### src/rtl/nlc_sequencer.sv
// Handshake sequencer in front of a non-linearity corrector: accepts one sample,
// strobes it into the NLC, waits (bounded) for the result and holds it downstream.
module nlc_sequencer #(
    parameter int TIMEOUT = 1023
) (
    input  logic        clk,
    input  logic        reset,
    input  logic        s_valid_i,
    output logic        s_ready_o,
    input  logic [20:0] s_x_adc_i,
    input  logic [1:0]  s_mode_i,
    input  logic [20:0] s_x_ref_i,
    output logic        srdyi_o,
    output logic [20:0] x_adc_o,
    output logic [1:0]  operation_mode_o,
    output logic [20:0] x_ref_o,
    input  logic        srdyo_i,
    input  logic [20:0] x_lin_i,
    output logic        m_valid_o,
    input  logic        m_ready_i,
    output logic [20:0] m_x_lin_o,
    output logic        err_timeout_o,
    output logic [15:0] sample_cnt_o
);

    typedef enum logic [1:0] {IDLE, ISSUE, WAIT, HOLD} state_t;

    localparam logic [9:0] TIMEOUT_CNT = 10'(TIMEOUT);

    state_t      state_reg;
    logic [9:0]  wait_cnt_reg;
    logic [9:0]  wait_cnt_next;
    logic        s_ready_reg;
    logic        srdyi_reg;
    logic [20:0] x_adc_reg;
    logic [1:0]  mode_reg;
    logic [20:0] x_ref_reg;
    logic        m_valid_reg;
    logic [20:0] m_x_lin_reg;
    logic        err_reg;
    logic [15:0] sample_cnt_reg;

    // Counter value after the current WAIT cycle; the timeout fires on the cycle it reaches TIMEOUT.
    assign wait_cnt_next = wait_cnt_reg + 10'd1;

    always_ff @(posedge clk or negedge reset) begin
        if (!reset) begin
            state_reg      <= IDLE;
            wait_cnt_reg   <= '0;
            s_ready_reg    <= 1'b0;
            srdyi_reg      <= 1'b0;
            x_adc_reg      <= '0;
            mode_reg       <= '0;
            x_ref_reg      <= '0;
            m_valid_reg    <= 1'b0;
            m_x_lin_reg    <= '0;
            err_reg        <= 1'b0;
            sample_cnt_reg <= '0;
        end else begin
            case (state_reg)
                IDLE: begin
                    if (s_valid_i && s_ready_reg) begin
                        x_adc_reg   <= s_x_adc_i;
                        mode_reg    <= s_mode_i;
                        x_ref_reg   <= s_x_ref_i;
                        srdyi_reg   <= 1'b1;
                        s_ready_reg <= 1'b0;
                        state_reg   <= ISSUE;
                    end else begin
                        s_ready_reg <= 1'b1;
                    end
                end
                ISSUE: begin
                    srdyi_reg    <= 1'b0;
                    wait_cnt_reg <= '0;
                    state_reg    <= WAIT;
                end
                WAIT: begin
                    wait_cnt_reg <= wait_cnt_next;
                    // A response on the final counted cycle still beats the timeout.
                    if (srdyo_i) begin
                        m_x_lin_reg <= x_lin_i;
                        m_valid_reg <= 1'b1;
                        state_reg   <= HOLD;
                    end else if (wait_cnt_next == TIMEOUT_CNT) begin
                        err_reg     <= 1'b1;
                        m_x_lin_reg <= '0;
                        m_valid_reg <= 1'b1;
                        state_reg   <= HOLD;
                    end
                end
                HOLD: begin
                    if (m_ready_i) begin
                        m_valid_reg    <= 1'b0;
                        sample_cnt_reg <= sample_cnt_reg + 16'd1;
                        s_ready_reg    <= 1'b1;
                        state_reg      <= IDLE;
                    end
                end
                default: state_reg <= IDLE;
            endcase
        end
    end

    assign s_ready_o        = s_ready_reg;
    assign srdyi_o          = srdyi_reg;
    assign x_adc_o          = x_adc_reg;
    assign operation_mode_o = mode_reg;
    assign x_ref_o          = x_ref_reg;
    assign m_valid_o        = m_valid_reg;
    assign m_x_lin_o        = m_x_lin_reg;
    assign err_timeout_o    = err_reg;
    assign sample_cnt_o     = sample_cnt_reg;

endmodule

### config.mk
export PLATFORM = sky130hd
export DESIGN_NAME = nlc_sequencer
export DESIGN_NICKNAME = d
export VERILOG_FILES = /design/src/rtl/nlc_sequencer.sv
export SDC_FILE = /design/constraint.sdc
export NUM_CORES = 1
export LEC_CHECK = 0
export BUFFER_PORTS_ARGS = -buffer_cell sky130_fd_sc_hd__buf_2
export CAP_MARGIN = 20
export CORE_ASPECT_RATIO = 1.25
export CORE_UTILIZATION = 50
export DETAILED_ROUTE_END_ITERATION = 7
export PLACE_DENSITY = 0.89
export SLEW_MARGIN = 20
export SYNTH_ARGS = -nofsm -noshare
export SYNTH_HDL_FRONTEND = slang
export SYNTH_SLANG_ARGS = --single-unit
### constraint.sdc
create_clock -name clk -period 2.2 [get_ports clk]
set_input_delay 0.44 -clock clk [delete_from_list [all_inputs] [get_ports clk]]
set_output_delay 0.44 -clock clk [all_outputs]
set_load 0.03 [all_outputs]
==> qor_table.md, run 1 <==
| Item | This run | Unit |
|---|---|---|
| Areal power density over the cells | 1450 | nW/um2 |
| Number of flops mapped to enable cells by yosys | 0 | - |
| Final Wtd Congestion | 0.885 | - |
| Number of remaining DRC errors | 0 | - |
| Routed vias | 3,369 | - |
| Post-Route Hold Slack | 10.7 | ps |
| Worst Setup End Kind | flip-flop | - |
| Worst-Skew Late Latency | 370 | ps |
| Fin. Hold Viols | 0 | - |
| Total nets after synthesis | 442 | - |
| Final antenna diode count | 0 | - |
| Max-cap violations | 0 | - |
| Nets@finish | 596 | - |
| Pleak | 2.63 | nW |
| Die area | 9060 | um2 |
| Die Height | 106 | um |
| Width of the chip | 85.3 | um |
| Via count of the first global-routing pass | 3,240 | - |
| CP Launch Type | flip-flop | - |
| Area growth from synthesis to layout | 25.3 | % |
| Max Clock Skew | 12.7 | ps |
| Worst reg2reg endpoint | m_valid_o | - |
| Startpoint of the most critical register-to-register path | wait_cnt_reg[0] | - |
| Most frequent cell after synthesis | sky130_fd_sc_hd__dfrtp_1 | - |
| Antenna violations before repair | 0 | - |
| Slew margin rel. | 69.5 | % |
| Number of storage elements in the synthesis netlist | 97 | - |
| Final sum of negative setup slack | 0 | ps |
| Wire length of the first global-routing pass | 15.6 | mm |
| Biggest fanout along the worst timing path | 23 | - |
| Top post-synthesis cells by count | sky130_fd_sc_hd__dfrtp_1, sky130_fd_sc_hd__mux2_2, sky130_fd_sc_hd__a22oi_1, sky130_fd_sc_hd__nand2b_1 | - |
| Register area share after synthesis | 55.9 | % |
| Data required time at the worst endpoint | 2440 | ps |
| Global router's overall resource usage | 21.9 | % |
| Post-route clock period utilization | 91.2 | % |
| Clock tree from TritonCTS | built | - |
| Setup repair after global routing missed its margin | false | - |
| Time the worst path needs with I/O delays and setup | 2010 | ps |
| Clock root buffer | sky130_fd_sc_hd__clkbuf_8 | - |
| DRT Pass-1 Iters | 4 | - |
| Clock transition time at the flip-flop clock pins of the worst setup and hold paths | 100 | ps |
| Area inside the core boundary | 8330 | um2 |
| Class of the worst hold path | input port to async pin | - |
| Flop-to-flop setup slack | 190 | ps |
| Boundary Pins | 155 | - |
| Asr flop ratio synth | 100 | % |
| H-tree levels | 3 | - |
| Average via count per standard cell | 5.43 | - |
| Peak supply drop | 778 | uV |
| Total congestion overflow after global routing | 0 | - |
| Maximum number of pins on one net before global-route repair | 45 | - |
| WL final | 9.74 | mm |
| Ratio of cells with drive above 1 in the final layout | 43.9 | % |
| Number of sinks on the clock net | 97 | - |
| Cell types occupying the most area after synthesis | sky130_fd_sc_hd__dfrtp_1, sky130_fd_sc_hd__mux2_2, sky130_fd_sc_hd__a22oi_1 | - |
| Area fraction of the dominant cell type after synthesis | 55.9 | % |
| Post-synthesis cell type count | 44 | - |
| Maximum clock insertion buffer count | 2 | - |
| Wirelength per Cell | 15.7 | um |
| Starting DRT DRC Count | 126 | - |
| Std cell rows | 37 | - |
| Synthesized area per cell | 11.9 | um2 |
| Max Fclk | 498 | MHz |
| Synthesized cell area | 4340 | um2 |
| Port Buffers | 154 | - |
| Number of slew-limit violations in the final report | 0 | - |
| Flip-flop cell with the highest count after synthesis | sky130_fd_sc_hd__dfrtp_1 | - |
| Number of buffers added by the clock tree synthesis step | 9 | - |
| Outcome | finished, final reports clean | - |
| Initial core utilization | 52.1 | % |
| Post-route ant nets | 0 | - |
| Number of hold buffers added after cts | 0 | - |
| HPWL after detailed placement | 7.07 | mm |
| YS warnings | 0 | - |
| Endpoints failing setup | 0 | - |
| Worst R2R Path Depth | 7 | - |
| Cell taking the most area after synthesis | sky130_fd_sc_hd__dfrtp_1 | - |
| Slew at the pin closest to its max-slew limit | 458 | ps |
| Number of standard cells after synthesis | 365 | - |
| Crit Path Class | flip-flop to flip-flop | - |
| Data arrival time of the critical path | 2240 | ps |
-- per-layer routing --
metal,vias to the layer above,share of wire [%],GRT usage (%)
met5,-,0,0
met4,0,2.0,7.26
met3,21,5.8,4.66
met2,133,51,37.2
met1,1605,41,28.1
li1,1610,-,-
-- worst max-delay path, stage by stage, from the launching register on --
cell                       delay, ps
sky130_fd_sc_hd__dfrtp_1         450
sky130_fd_sc_hd__ha_2            260
sky130_fd_sc_hd__and4_4          220
sky130_fd_sc_hd__a311o_1         290
sky130_fd_sc_hd__o211ai_2         90
sky130_fd_sc_hd__and3_1          280
sky130_fd_sc_hd__buf_12          190
sky130_fd_sc_hd__o211ai_1        110
-- cells by family (layout without fill, tap and decap cells) --
kind of cell             count (synthesis)  count (layout)  synth area share (%)
AND/OR/NAND/NOR                         86              86                  10.6
buffers and inverters                   31             190                  3.49
XOR/XNOR                                16              16                  3.23
flip-flops                              97              97                  55.9
AO/OA/AOI/OAI                           79              79                  12.1
adder cells (fa/ha/maj)                  7               7                  2.02
multiplexers                            49              49                  12.6
-- through the flow --
| step | setup slack [ps] | area (um2) | std cells | total power, mW | util, % |
|---|---|---|---|---|---|
| global placement | 237 | 5240 | 605 | 6.57 | 62.8 |
| detailed placement | 166 | 5240 | 605 | 6.74 | 62.8 |
| global route | 49.9 | 5440 | 621 | 8.35 | 65.3 |
| CTS | 128 | 5440 | 621 | 7.93 | 65.3 |
| finish | 193 | 5440 | 621 | 7.90 | 65.3 |
| floorplan | 319 | 4340 | 365 | 5.53 | - |
-- placed cells by master, fill, tap and decap left out, drive strengths merged, types with 2 or more instances in the layout --
master,synthesis,routed
a21o,2,2
a21oi,3,3
a22o,4,4
a22oi,22,22
a311o,2,2
and2,2,2
and3,5,5
buf,7,163
clkbuf,13,10
clkinv,2,4
dfrtp,97,97
ha,7,7
inv,9,12
mux2,46,46
mux2i,3,3
nand2,19,19
nand2b,22,22
nand3,14,14
nand4,5,5
nor2,9,9
nor2b,3,3
nor3,4,4
o211ai,2,2
o21ai,33,33
o22ai,2,2
o31a,2,2
xnor2,11,11
xor2,5,5
-- what timing repair did --
action                     4_1_cts  5_1_grt
gates resized for setup          0        1
setup endpoints to repair        0        1
setup buffers                    0        0
-- power by group --
part           switching [mW]  leakage, nW  internal, mW  total [mW]
sequential              0.437         1.16          2.46        2.90
combinational            2.44         1.36          1.37        3.81
clock                   0.647        0.105         0.547        1.19
total                    3.53         2.63          4.38        7.90
-- how the worst max path moves through the flow --
| stage | from | end | slack (ps) | cells after the start |
|---|---|---|---|---|
| after global placement | wait_cnt_reg[0] | m_valid_o | 240 | 7 |
| after CTS | wait_cnt_reg[0] | m_valid_o | 130 | 7 |
| after floorplan | wait_cnt_reg[1] | state_reg[1] | 320 | 7 |
| final | wait_cnt_reg[0] | m_valid_o | 190 | 7 |
| after detailed placement | wait_cnt_reg[0] | m_x_lin_o[20] | 170 | 7 |
| after global routing | wait_cnt_reg[0] | m_valid_o | 50 | 7 |
-- area by class of cell --
cell class	instances	area (um2)
Clock buffer	10	128
Clock inverter	6	75.1
Fill cell	622	2890
Inverter	11	41.3
Multi-Input combinational cell	237	1770
Sequential cell	97	2430
Tap cell	97	121
Timing Repair Buffer	163	878
Note: power is estimated with default switching activity, not from simulation.
==> inputs of run 2 (changes only) <==
Settings changed: ABC_AREA from default to 1, CORE_UTILIZATION 50 to 49.
==> run 2 against run 1 <==
Compared with the run above:
- critical endpoint is now m_x_lin_o[17]
- via count is 6.4% lower
- cell area is 4.2% lower
- the flow now finishes with violations (DRC)
- clock skew increased by 3.8 ps
- fmax rose by 3.1%
- synthesized cell count grew 3.8%
- non-clock buffer count down 6
- critical path depth up 5
- global-route usage fell by 1.7 points
- worst hold slack gained 51 ps
- first-iteration DRC count increased by 21%
==> qor_table.md, run 2 <==
| Item | This run | Unit |
|---|---|---|
| Outcome | finished, violations left | - |
| Violations in the final reports | DRC | - |
| Setup repair after global routing missed its margin | false | - |
| Synthesized area per cell | 10.8 | um2 |
| Worst-Skew Late Latency | 360 | ps |
| Start point of the critical path | wait_cnt_reg[1] | - |
| Clock power share | 15.4 | % |
| HPWL after detailed placement | 6.26 | mm |
| Number of remaining DRC errors | 28 | - |
| Area inside the core boundary | 8190 | um2 |
| Starting DRT DRC Count | 152 | - |
| Clock tree from TritonCTS | built | - |
| Number of post-CTS setup repair buffers | 0 | - |
| DP Worst Slack | 167 | ps |
| Cell taking the most area after synthesis | sky130_fd_sc_hd__dfrtp_1 | - |
| Number of standard cells after synthesis | 379 | - |
| Pleak | 2.83 | nW |
| Antenna violations before repair | 0 | - |
| H-tree levels | 3 | - |
| Int Pwr | 4.21 | mW |
| Number of sinks on the clock net | 97 | - |
| Number of slew-limit violations in the final report | 0 | - |
| Capture point of the critical path | m_x_lin_o[17] | - |
| Synthesized cell area | 4110 | um2 |
| Top metal layer carrying routed signals | met4 | - |
| DRT Pass-1 Iters | 7 | - |
| Layout Utilization | 63.6 | % |
| Die area | 8760 | um2 |
| Routed length on met2 | 4.30 | mm |
| Flop-to-flop setup slack | 250 | ps |
| Data arrival time of the critical path | 2200 | ps |
| Cell area after placement | 5010 | um2 |
| Logic pwr share | 46.4 | % |
| Top post-synthesis cells by count | sky130_fd_sc_hd__nand2_1, sky130_fd_sc_hd__dfrtp_1, sky130_fd_sc_hd__mux2_2, sky130_fd_sc_hd__inv_1, sky130_fd_sc_hd__o21ai_0 | - |
| Boundary Pins | 155 | - |
| Flip-flop cell with the highest count after synthesis | sky130_fd_sc_hd__dfrtp_1 | - |
| Cell types occupying the most area after synthesis | sky130_fd_sc_hd__dfrtp_1, sky130_fd_sc_hd__mux2_2, sky130_fd_sc_hd__nand2_1 | - |
| Endpoints failing setup | 0 | - |
| Number of storage elements in the synthesis netlist | 97 | - |
| Slew margin rel. | 61.4 | % |
| Least setup slack across all paths after layout | 254 | ps |
| Via count of the first global-routing pass | 3,143 | - |
| Total congestion overflow after global routing | 0 | - |
| Post-Route Hold Slack | 62.1 | ps |
| Average via count per standard cell | 4.94 | - |
| Wire length on met1 | 3.30 | mm |
| Max Fclk | 514 | MHz |
| Fin. Hold Viols | 0 | - |
| Number of standard cells in the layout, taps in and fillers out | 639 | - |
| Startpoint of the most critical register-to-register path | wait_cnt_reg[1] | - |
| Most frequent cells in the layout | sky130_fd_sc_hd__buf_2, sky130_fd_sc_hd__nand2_1, sky130_fd_sc_hd__dfrtp_1, sky130_fd_sc_hd__mux2_2, sky130_fd_sc_hd__inv_1 | - |
| Sw frac | 43.7 | % |
| Peak supply drop | 789 | uV |
| Port Buffers | 154 | - |
| Non-Filler Cell Area, Final | 5210 | um2 |
| Final antenna diode count | 0 | - |
| Final total power | 7.49 | mW |
| Register area share after synthesis | 59.0 | % |
| Total instance count after detailed placement | 624 | - |
| Worst Setup End Kind | flip-flop | - |
| Width of the chip | 83.9 | um |
| Area growth from synthesis to layout | 26.7 | % |
| Biggest fanout along the worst timing path | 21 | - |
| Crit Path Class | flip-flop to flip-flop | - |
| Total nets after synthesis | 456 | - |
| Global router's overall resource usage | 20.3 | % |
| YS warnings | 0 | - |
| Maximum clock insertion buffer count | 2 | - |
| Post-route clock period utilization | 88.5 | % |
| Metal3 WL | 524 | um |
| Max Clock Skew | 16.5 | ps |
| Routed vias | 3,154 | - |
| Die Height | 104 | um |
| Initial core utilization | 50.2 | % |
| Number of flops mapped to enable cells by yosys | 0 | - |
| Data required time at the worst endpoint | 2450 | ps |
| CP Launch Type | flip-flop | - |
| Most common cell after layout, fill and taps aside | sky130_fd_sc_hd__buf_2 | - |
| Post-route ant nets | 0 | - |
| Clock root buffer | sky130_fd_sc_hd__clkbuf_8 | - |
| Class of the worst hold path | input port to async pin | - |
| Net Switching | 3.28 | mW |
| Wirelength per Cell | 13.0 | um |
| Power share of the sequential group | 38.2 | % |
| Ratio of cells with drive above 1 in the final layout | 43.4 | % |
| Area fraction of the dominant cell type after synthesis | 59.0 | % |
| Post-synthesis cell type count | 22 | - |
| Worst reg2reg endpoint | m_x_lin_o[17] | - |
| Maximum number of pins on one net before global-route repair | 46 | - |
| Final sum of negative setup slack | 0 | ps |
| Slew at the pin closest to its max-slew limit | 578 | ps |
| Worst R2R Path Depth | 12 | - |
| Nets@finish | 615 | - |
| Number of buffers added by the clock tree synthesis step | 9 | - |
| Std cell rows | 37 | - |
| Wire length of the first global-routing pass | 14.0 | mm |
| WL final | 8.28 | mm |
| Areal power density over the cells | 1440 | nW/um2 |
| Time the worst path needs with I/O delays and setup | 1950 | ps |
| Most frequent cell after synthesis | sky130_fd_sc_hd__nand2_1 | - |
| Max-cap violations | 0 | - |
| Clock transition time at the flip-flop clock pins of the worst setup and hold paths | 90 | ps |
| Final Wtd Congestion | 0.960 | - |
| Filler instances | 624 | - |
| Asr flop ratio synth | 100 | % |
run 2: changes by cell type in the layout (fill, tap and decap cells not counted), sizes merged, moves of 4 or more:
cell	before	now
clkinv	4	0
nand2	19	118
and3	5	0
a22oi	22	1
inv	12	34
o21ai	33	13
nand2b	22	0
a22o	4	0
nor2	9	14
buf	163	157
xor2	5	9
run 2: worst min path at each step:
stage,slack (ps),from,cells past startpoint,end
6_report,60,reset,1,sample_cnt_o[13]
4_1_cts,80,reset,1,sample_cnt_o[13]
5_1_grt,100,reset,1,sample_cnt_o[12]
3_3_place_gp,450,m_x_lin_o[16],2,m_x_lin_o[16]
3_5_place_dp,460,m_x_lin_o[8],2,m_x_lin_o[8]
2_1_floorplan,140,reset,0,err_timeout_o
run 2: per-layer routing:
metal / vias to the layer above / track usage (%)
li1: 1524 / -
met1: 1502 / 24.0
met2: 115 / 35.5
met3: 13 / 5.32
met4: 0 / 7.27
met5: - / 0
run 2: area by class of cell:
cell class / instances / area [um2] / share of cell area [%]
sequential: 97 / 2430 / 46.6
timing repair buffer: 157 / 821 / 15.8
tap: 97 / 121 / 2.33
multi-input combinational: 239 / 1520 / 29.1
clock inverter: 2 / 37.5 / 0.720
inverter: 34 / 128 / 2.45
clock buffer: 13 / 159 / 3.05
run 2: critical path: stages, from the launching register on:
cell                       delay, ps
sky130_fd_sc_hd__dfrtp_1         440
sky130_fd_sc_hd__ha_1            240
sky130_fd_sc_hd__nand2_2          80
sky130_fd_sc_hd__nor2_2          170
sky130_fd_sc_hd__nand2_2          90
sky130_fd_sc_hd__o21bai_2        110
sky130_fd_sc_hd__nand2_1          80
sky130_fd_sc_hd__nor2_2          120
sky130_fd_sc_hd__nand2_1          80
sky130_fd_sc_hd__nand2_1         110
sky130_fd_sc_hd__nand2_4         160
sky130_fd_sc_hd__nand2_1         110
sky130_fd_sc_hd__nand2_1          50
run 2: kinds of logic after synthesis:
| kind of cell | Yosys count | synth area share (%) |
|---|---|---|
| simple gates | 152 | 16.2 |
| flops | 97 | 59.0 |
| mux | 44 | 12.1 |
| buf+inv | 43 | 4.29 |
| compound gates | 19 | 2.71 |
| xor+xnor | 17 | 3.62 |
| fa+ha+maj | 7 | 2.13 |
run 2: what timing repair did:
action / in CTS / in global routing
hold endpoints to repair: 0 / 0
hold buffers: 0 / 0
resized for setup: 0 / 1
endpoints found under the setup margin: 0 / 21
run 2: power by group through the flow:
stage / Sequential, mW / Combinational [mW] / Clock, mW
floorplan: 4.17 / 1.14 / 0
global placement: 2.84 / 3.41 / 0
detailed placement: 2.89 / 3.50 / 0
CTS: 2.87 / 3.50 / 1.18
global route: 2.94 / 3.73 / 1.27
finish: 2.86 / 3.47 / 1.16
